--- src/rtl/mha_pkg.sv ---
// rtl/mha_pkg.sv - shared types, format constants and lane helpers for the MHA matmul datapath
package mha_pkg;

    localparam int D_W_DEF = 16;
    localparam int FRAC_W  = 13;    // s2.13 fixed point, same format as the PE

    typedef enum logic [1:0] {
        IDLE  = 2'd0,
        FEED  = 2'd1,
        FLUSH = 2'd2
    } feed_state_t;

    // LSB position of a lane inside a packed N-lane vector
    function automatic int lane_lsb(input int lane, input int width);
        return lane * width;
    endfunction

endpackage

--- src/rtl/sa_skew_lane.sv ---
// rtl/sa_skew_lane.sv - enable-gated shift chain of {vld, data} for one skewed lane
module sa_skew_lane
    import mha_pkg::*;
#(
    parameter int DEPTH = 1,
    parameter int D_W   = D_W_DEF
) (
    input  logic           clk,
    input  logic           rst,
    input  logic           en,
    input  logic           head_vld,
    input  logic [D_W-1:0] head_data,
    output logic           tail_vld,
    output logic [D_W-1:0] tail_data
);

    logic [DEPTH-1:0] vld_q;
    logic [D_W-1:0]   data_q [DEPTH];

    always_ff @(posedge clk) begin
        if (rst) begin
            for (int j = 0; j < DEPTH; j++) begin
                vld_q[j]  <= 1'b0;
                data_q[j] <= '0;
            end
        end else if (en) begin
            vld_q[0]  <= head_vld;
            data_q[0] <= head_data;
            for (int j = 1; j < DEPTH; j++) begin
                vld_q[j]  <= vld_q[j-1];
                data_q[j] <= data_q[j-1];
            end
        end
    end

    assign tail_vld  = vld_q[DEPTH-1];
    assign tail_data = data_q[DEPTH-1];

endmodule

--- src/rtl/sa_skew_feeder.sv ---
// rtl/sa_skew_feeder.sv - diagonal skew feeder for one systolic-array edge; SA_FEEDER_STALL_CNT_EN adds O_STALL_CNT
module sa_skew_feeder
    import mha_pkg::*;
#(
    parameter int D_W   = D_W_DEF,
    parameter int N     = 4,
    parameter int K_MAX = 64,
    parameter int CNT_W = $clog2(K_MAX + 1)
) (
    input  logic             I_CLK,
    input  logic             I_SYNC_RST,
    input  logic             I_START,
    input  logic [CNT_W-1:0] I_K,
    input  logic             I_EN,
    input  logic             I_VLD,
    input  logic [N*D_W-1:0] I_X,
    output logic             O_RDY,
    output logic [N-1:0]     O_VLD,
    output logic [N*D_W-1:0] O_X,
    output logic             O_BUSY,
    output logic             O_DONE
`ifdef SA_FEEDER_STALL_CNT_EN
    ,
    output logic [31:0]      O_STALL_CNT
`endif
);

    localparam int FL_W = (N > 1) ? $clog2(N) : 1;

    feed_state_t      state;
    logic [CNT_W-1:0] k_q;
    logic [CNT_W-1:0] beat_cnt;
    logic [CNT_W-1:0] k_sat;
    logic [FL_W-1:0]  flush_cnt;
    logic             in_feed;
    logic             accept;

    assign in_feed = (state == FEED);
    assign O_RDY   = in_feed & I_EN;
    assign accept  = I_VLD & O_RDY;
    assign O_BUSY  = (state != IDLE);
    assign k_sat   = (I_K > CNT_W'(K_MAX)) ? CNT_W'(K_MAX) : I_K;

    always_ff @(posedge I_CLK) begin
        if (I_SYNC_RST) begin
            state     <= IDLE;
            k_q       <= '0;
            beat_cnt  <= '0;
            flush_cnt <= '0;
            O_DONE    <= 1'b0;
        end else begin
            O_DONE <= 1'b0;
            case (state)
                IDLE: begin
                    if (I_START) begin
                        if (k_sat != '0) begin
                            k_q      <= k_sat;
                            beat_cnt <= '0;
                            state    <= FEED;
                        end else begin
                            O_DONE <= 1'b1;
                        end
                    end
                end
                FEED: begin
                    if (accept) begin
                        beat_cnt <= beat_cnt + CNT_W'(1);
                        if ((beat_cnt + CNT_W'(1)) == k_q) begin
                            flush_cnt <= '0;
                            state     <= FLUSH;
                        end
                    end
                end
                FLUSH: begin
                    // N enabled steps push the last beat out of the deepest lane
                    if (I_EN) begin
                        flush_cnt <= flush_cnt + FL_W'(1);
                        if (flush_cnt == FL_W'(N - 1)) begin
                            state  <= IDLE;
                            O_DONE <= 1'b1;
                        end
                    end
                end
                default: state <= IDLE;
            endcase
        end
    end

    for (genvar i = 0; i < N; i++) begin : g_lane
        sa_skew_lane #(
            .DEPTH (i + 1),
            .D_W   (D_W)
        ) u_lane (
            .clk       (I_CLK),
            .rst       (I_SYNC_RST),
            .en        (I_EN),
            .head_vld  (accept),
            .head_data (in_feed ? I_X[lane_lsb(i, D_W) +: D_W] : '0),
            .tail_vld  (O_VLD[i]),
            .tail_data (O_X[lane_lsb(i, D_W) +: D_W])
        );
    end

`ifdef SA_FEEDER_STALL_CNT_EN
    always_ff @(posedge I_CLK) begin
        if (I_SYNC_RST) begin
            O_STALL_CNT <= '0;
        end else if ((state == IDLE) && I_START) begin
            O_STALL_CNT <= '0;
        end else if (in_feed && I_EN && !I_VLD && (O_STALL_CNT != '1)) begin
            O_STALL_CNT <= O_STALL_CNT + 32'd1;
        end
    end
`endif

endmodule
--- config.mk ---
export PLATFORM = sky130hd
export DESIGN_NAME = sa_skew_feeder
export DESIGN_NICKNAME = d
export VERILOG_FILES = /design/src/rtl/mha_pkg.sv /design/src/rtl/sa_skew_lane.sv /design/src/rtl/sa_skew_feeder.sv
export SDC_FILE = /design/constraint.sdc
export NUM_CORES = 1
export LEC_CHECK = 0
export ABC_AREA = 1
export BUFFER_PORTS_ARGS = -buffer_cell sky130_fd_sc_hd__buf_4
export CORE_ASPECT_RATIO = 1.25
export CORE_MARGIN = 2
export CORE_UTILIZATION = 35
export DETAILED_ROUTE_END_ITERATION = 6
export HOLD_SLACK_MARGIN = 0.12
export PLACE_DENSITY_LB_ADDON = 0.08
export RECOVER_POWER = 50
export SETUP_SLACK_MARGIN = 0.1
export SLEW_MARGIN = 30
export SYNTH_ARGS = -nofsm -noshare
export SYNTH_HDL_FRONTEND = slang
export SYNTH_HIERARCHICAL = 1
export SYNTH_SLANG_ARGS = --single-unit
export TNS_END_PERCENT = 1
--- constraint.sdc ---
create_clock -name I_CLK -period 2.4 [get_ports I_CLK]
set_clock_uncertainty 0.15 [all_clocks]
set_input_delay 0.12 -clock I_CLK [delete_from_list [all_inputs] [get_ports I_CLK]]
set_output_delay 0.12 -clock I_CLK [all_outputs]
set_load 0.05 [all_outputs]
==> After elaboration in Yosys (flattened, before gate mapping) <==
Memory sizes are Yosys's and may differ from the RTL's.
Cells that the tools add are included.
{ "totals": {"mem_count": 4, "elab_cells": 88, "ramBits": 160, "input_bits": 76, "regBits": 29, "output_inout_bits": 71} }
{ "op_classes": {"mux": 41, "reduce_logical": 10, "n_addsub": 2, "n_eq_ne": 10, "order_cmp": 1, "n_bitwise": 11} }
{ "mem_list": {"columns": ["memory", "depth", "word_bits", "read_ports", "rd_clocked_by_memory_dff", "wr", "line", "rtl"], "rows": [
  ["g_lane[3].u_lane.data_q", 4, 16, 4, 0, 4, "sa_skew_lane.sv:18", "logic [D_W-1:0] data_q [DEPTH];"],
  ["g_lane[2].u_lane.data_q", 3, 16, 3, 0, 3, "sa_skew_lane.sv:18", null],
  ["g_lane[1].u_lane.data_q", 2, 16, 2, 0, 2, "sa_skew_lane.sv:18", null],
  ["g_lane[0].u_lane.data_q", 1, 16, 1, 0, 1, "sa_skew_lane.sv:18", null]
]} }
{ "op_table": {"columns": ["cell", "n"], "rows": [
  ["16-bit two-way mux", 14],
  ["7-bit two-way mux", 4],
  ["2-bit two-way mux", 9],
  ["16-bit OR reduction", 1],
  ["7-bit case mux with 2 select lines", 1],
  ["1-bit two-way mux", 10],
  ["1-bit OR", 9],
  ["2-bit inequality test (second input constant)", 4],
  ["4-bit AND reduction", 2],
  ["7-bit by 1-bit adder with 7-bit output (second input constant)", 1],
  ["7-bit == test", 1],
  ["7-bit > comparator (second input constant)", 1],
  ["7-bit nonzero test", 1],
  ["2-bit case mux with 3 select lines", 1],
  ["6-bit AND reduction", 1],
  ["2-bit nonzero test", 3],
  ["2-bit == test (second input constant)", 2],
  ["2-bit by 1-bit inequality test with 1-bit output (second input constant)", 2],
  ["2-bit case mux with 2 select lines", 1],
  ["3-bit AND reduction", 1],
  ["2-bit by 1-bit adder with 2-bit output (second input constant)", 1],
  ["1-bit AND", 2],
  ["2-bit by 1-bit == test with 1-bit output (second input constant)", 1],
  ["2-bit logical NOT", 1],
  ["1-bit case mux with 2 select lines", 1]
]} }

==> Depth between registers and ports, before layout <==
{ "depth": {"word_depth": 6, "depth_mapped": 14} }

==> Hierarchy <==
The synthesis kept the hierarchy.
{ "modules_own_cells": {"columns": ["module", "cells_each", "area_each_um2", "instances"], "rows": [
  ["sa_skew_lane at g_lane[3].u_lane", 234, 2747.6, 1],
  ["sa_skew_lane at g_lane[2].u_lane", 181, 2245.9, 1],
  ["sa_skew_feeder", 298, 1591.5, 1],
  ["sa_skew_lane at g_lane[1].u_lane", 127, 1442.6, 1],
  ["sa_skew_lane at g_lane[0].u_lane", 57, 696.9, 1]
]} }

==> Worst setup path before layout <==
Ideal clock, no wire load.
{ "synth_path": {"kind": "input to register", "start": "input port I_EN", "end": "memory g_lane[3].u_lane/data_q[0][0] (netlist bit) (enable)", "setup_time_ns": 0.418, "path_stages": 2, "n_path_buf": 0, "path_slack_ns": 0.388, "t_required_ns": 1.832, "arrival_time_ns": 1.444, "cell_sequence": "nor2_1 -> inv_1"} }
{ "synth_rtl": {"columns": ["element", "line", "rtl"], "rows": [
  ["start, declared", "sa_skew_feeder.sv:14", "input logic I_EN,"],
  ["end, declared", "sa_skew_lane.sv:18", null]
]} }

==> Final worst setup path <==
{ "layout_path": {"start": "register state[1]", "end": "register k_q[2]"} }
{ "layout_via": {"elab_chain_len": 2} }
{ "layout_rtl": {"columns": ["element", "line", "rtl"], "rows": [
  ["start, declared", "sa_skew_feeder.sv:30", "feed_state_t state;"],
  ["start signal, assigned", "sa_skew_feeder.sv:46", "state <= IDLE;"],
  ["start signal, assigned", "sa_skew_feeder.sv:59", "state <= FEED;"],
  ["start signal, assigned", "sa_skew_feeder.sv:70", "state <= FLUSH;"],
  ["2-bit logical NOT", "sa_skew_feeder.sv:53", "case (state)"],
  ["3-bit AND reduction (no line)", null, null],
  ["end signal, assigned", "sa_skew_feeder.sv:57", "k_q <= k_sat;"],
  ["end, declared", "sa_skew_feeder.sv:31", "logic [CNT_W-1:0] k_q;"]
]} }
Every way passes these cells.
A chain may end at the register's enable or synchronous reset.

==> flow_metrics.tcl <==
set metrics [dict create \
    status "finished clean" \
    die_w_um 145.2 \
    wl_per_cell_um 10.86 \
    p_switching_mw 1.890 \
    multi_input_area_um2 1827 \
    synth_seq_cells 189 \
    via_per_inst 3.923 \
    synthFlopType "edfxtp_1" \
    dpl.hpwl_um 9568 \
    slowest_delay_ps 550 \
    crit_type "reg2reg" \
    synth_xor_area_frac 0.002008 \
    root_buffer "clkbuf_16" \
    drc 0 \
    wl_met2_um 7373 \
    syn_avg_cell_area_um2 9.726 \
    power_frac_comb 0.122 \
    antenna_cells 0 \
    grt_pass1_vias 5461 \
    power_switching_share 0.2496 \
    pwr-share-seq 0.500 \
    grt_max_degree 65 \
    synth_compound_area_frac 0.01721 \
    slew_headroom 0.4179 \
    setup_violations 0 \
    drtAntennaViolNets 0 \
    synth_seq_area_share 0.6172 \
    final_common_cell "inv_1" \
    vias 5587 \
    postPlaceCellArea_um2 9804 \
    initial_utilization 0.3561 \
    hold_viol_final 0 \
    clkPwrFrac 0.378 \
    cp_slowest_cell "dlygate4sd3_1" \
    seq_area_um2 5385 \
    io-pin-count 147 \
    gr-total-overflow 0 \
    final_cell_mix "inv_1, nor2_1, edfxtp_1" \
    synthSimpleGateAreaFrac 0.1873 \
    vdd_drop_max_v 0.0004722 \
    place_congestion 0.7670 \
    crit_required_ps 2620 \
    synthMuxAreaShare 0 \
    rsz0062_at_grt "no" \
    core-area_um2 24500 \
    nFillCells 2421 \
    yosys_warnings 6 \
    synth_top_family_by_area "simple AND/OR/NAND/NOR gates" \
    intPower_mw 5.682 \
    m1WireLength_um 6784 \
    path_max_fanout 10 \
    htreeDepth 4 \
    tightestPinTransition_ps 873.1 \
    dp.cells 1310 \
    wl_met3_um 880 \
    cp_cell_sequence "nor2_4, inv_2, nor3_2, inv_2, or2_1, inv_2, nand2_1, dlygate4sd3_1, a21oi_1" \
    crit_path_end_kind "flop" \
    rows 64 \
    drt_wl_total_um 15460 \
    drt_iter0_markers 273 \
    synth_edf_count 160 \
    routed.top_layer "met4" \
    antenna_found_initial 0 \
    clk_latency_ps 430 \
    stdcell_area_um2 10930 \
    fin_setup_tns_ps 0 \
    period_share 0.8959 \
    synth_nets 975 \
    crit_path_frequent_cell "inv_2" \
    stdcell_count 1424 \
    dieArea_um2 26210 \
    cts_buffers 17 \
    syn_inst 897 \
    cts_sinks 189 \
    synth_area_um2 8725 \
    post_cts_buffers 0 \
    async_reset_ff_frac 0 \
    yosysUniqueCellTypes 36 \
    cp_num_buf_inv 4 \
    layout-drive-gt1-share 0.1563 \
    utilization 0.4462 \
    cts_tree "yes" \
    fp.dieH_um 180.5 \
    grt_first_pass_wirelength_um 26100 \
    io_buffer_count 146 \
    cp_top_family "buffers and inverters" \
    syn_to_final_growth_pct 25.31 \
    clk_pin_slew_ps 70 \
    slew_viol_final 0 \
    arrival_ps 2370 \
    p_per_area_nw_per_um2 692.6 \
    period_needed_ps 2150 \
    finalNetCount 1159 \
    firstDrtPassIters 4 \
    synth_fa_ha_area_frac 0.002868 \
    p_leak_nw 4.612 \
    cts_buffer_depth 2 \
    fmax_mhz 465.1 \
    critical_path.startpoint_type "flop" \
    track_usage 0.1241 \
    min_path_type "reg2reg" \
    drv_cap 0 \
]
worst paths after layout:
check	endpoint	startpoint	depth (start not counted)	slack, ps
worst max register to register	k_q[2]	state[1]	9	250
worst min register to register	g_lane[3].u_lane/vld_q[3]	g_lane[3].u_lane/vld_q[3]	2	300
worst min-delay path	g_lane[3].u_lane/vld_q[3]	g_lane[3].u_lane/vld_q[3]	2	300
worst max-delay path	k_q[2]	state[1]	9	250
cell usage after synthesis (3+ instances only):
cell type | count | share of area
dfxtp_1 | 29 | 0.067
edfxtp_1 | 160 | 0.55
nor2_1 | 212 | 0.091
inv_1 | 250 | 0.11
a21oi_1 | 17 | 0.0098
buf_6 | 8 | 0.010
nand3_1 | 21 | 0.012
o21ai_1 | 3 | 0.0017
nand2_1 | 62 | 0.027
clkbuf_1 | 7 | 0.0030
buf_4 | 50 | 0.043
nand2_4 | 3 | 0.0039
nor2_2 | 19 | 0.014
nor2_4 | 21 | 0.027
inv_2 | 4 | 0.0017
nand2_2 | 4 | 0.0029
worst min-delay path, stage by stage, from the launching register on:
cell and delay (ps):
dfxtp_1 310, nand2_1 60, nand2_1 40
power groups by stage:
stage	Combinational [mW]	Sequential [mW]	Clock, mW
CTS	0.999	3.79	2.96
global placement	0.889	3.85	0
finish	0.922	3.78	2.87
floorplan	0.607	3.91	0
detailed placement	0.890	3.86	0
global route	1.02	3.80	3.09
flip-flops by register name, indices dropped and copies added (netlist names):
register                cells
g_lane.u_lane/data_q      160
g_lane.u_lane/vld_q         9
beat_cnt                    7
k_q                         7
flush_cnt                   2
state                       2
O_DONE                      1
g_lane.u_lane/tail_vld      1
area by class of cell:
cell class                 instances  area share
inverter                         254     0.08721
tap                              330     0.03777
sequential                       189      0.4926
clock buffer                      18     0.03925
multi-input combinational        383      0.1671
timing repair buffer             236      0.1611
clock inverter                    14     0.01499
logic make-up after synthesis:
logic type / count (synthesis)
buffers and inverters: 325
AND/OR/NAND/NOR: 352
XOR/XNOR: 2
flip-flops: 189
AO/OA/AOI/OAI: 27
adder cells (fa/ha/maj): 2
routing by layer:
metal	global-route usage	vias to the layer above
met4	0.06000	0
li1	-	2988
met3	0.03722	26
met5	0	-
met1	0.1434	2461
met2	0.2104	112
stage by stage:
stage	power [mW]	setup WS [ps]	hold slack, ps
floorplan	4.515	387.8	39.07
global placement	4.744	551.3	234.7
detailed placement	4.748	507.8	244.7
CTS	7.749	210.7	301.0
global route	7.911	99.98	319.5
finish	7.572	249.9	296.5
repair_timing:
item | CTS | global route
hold buffers | 82 | 0
endpoints found under the hold margin | 92 | 0
resized for setup | 0 | 1
setup endpoints to repair | 0 | 4
Note: power is estimated with default switching activity, not from simulation.
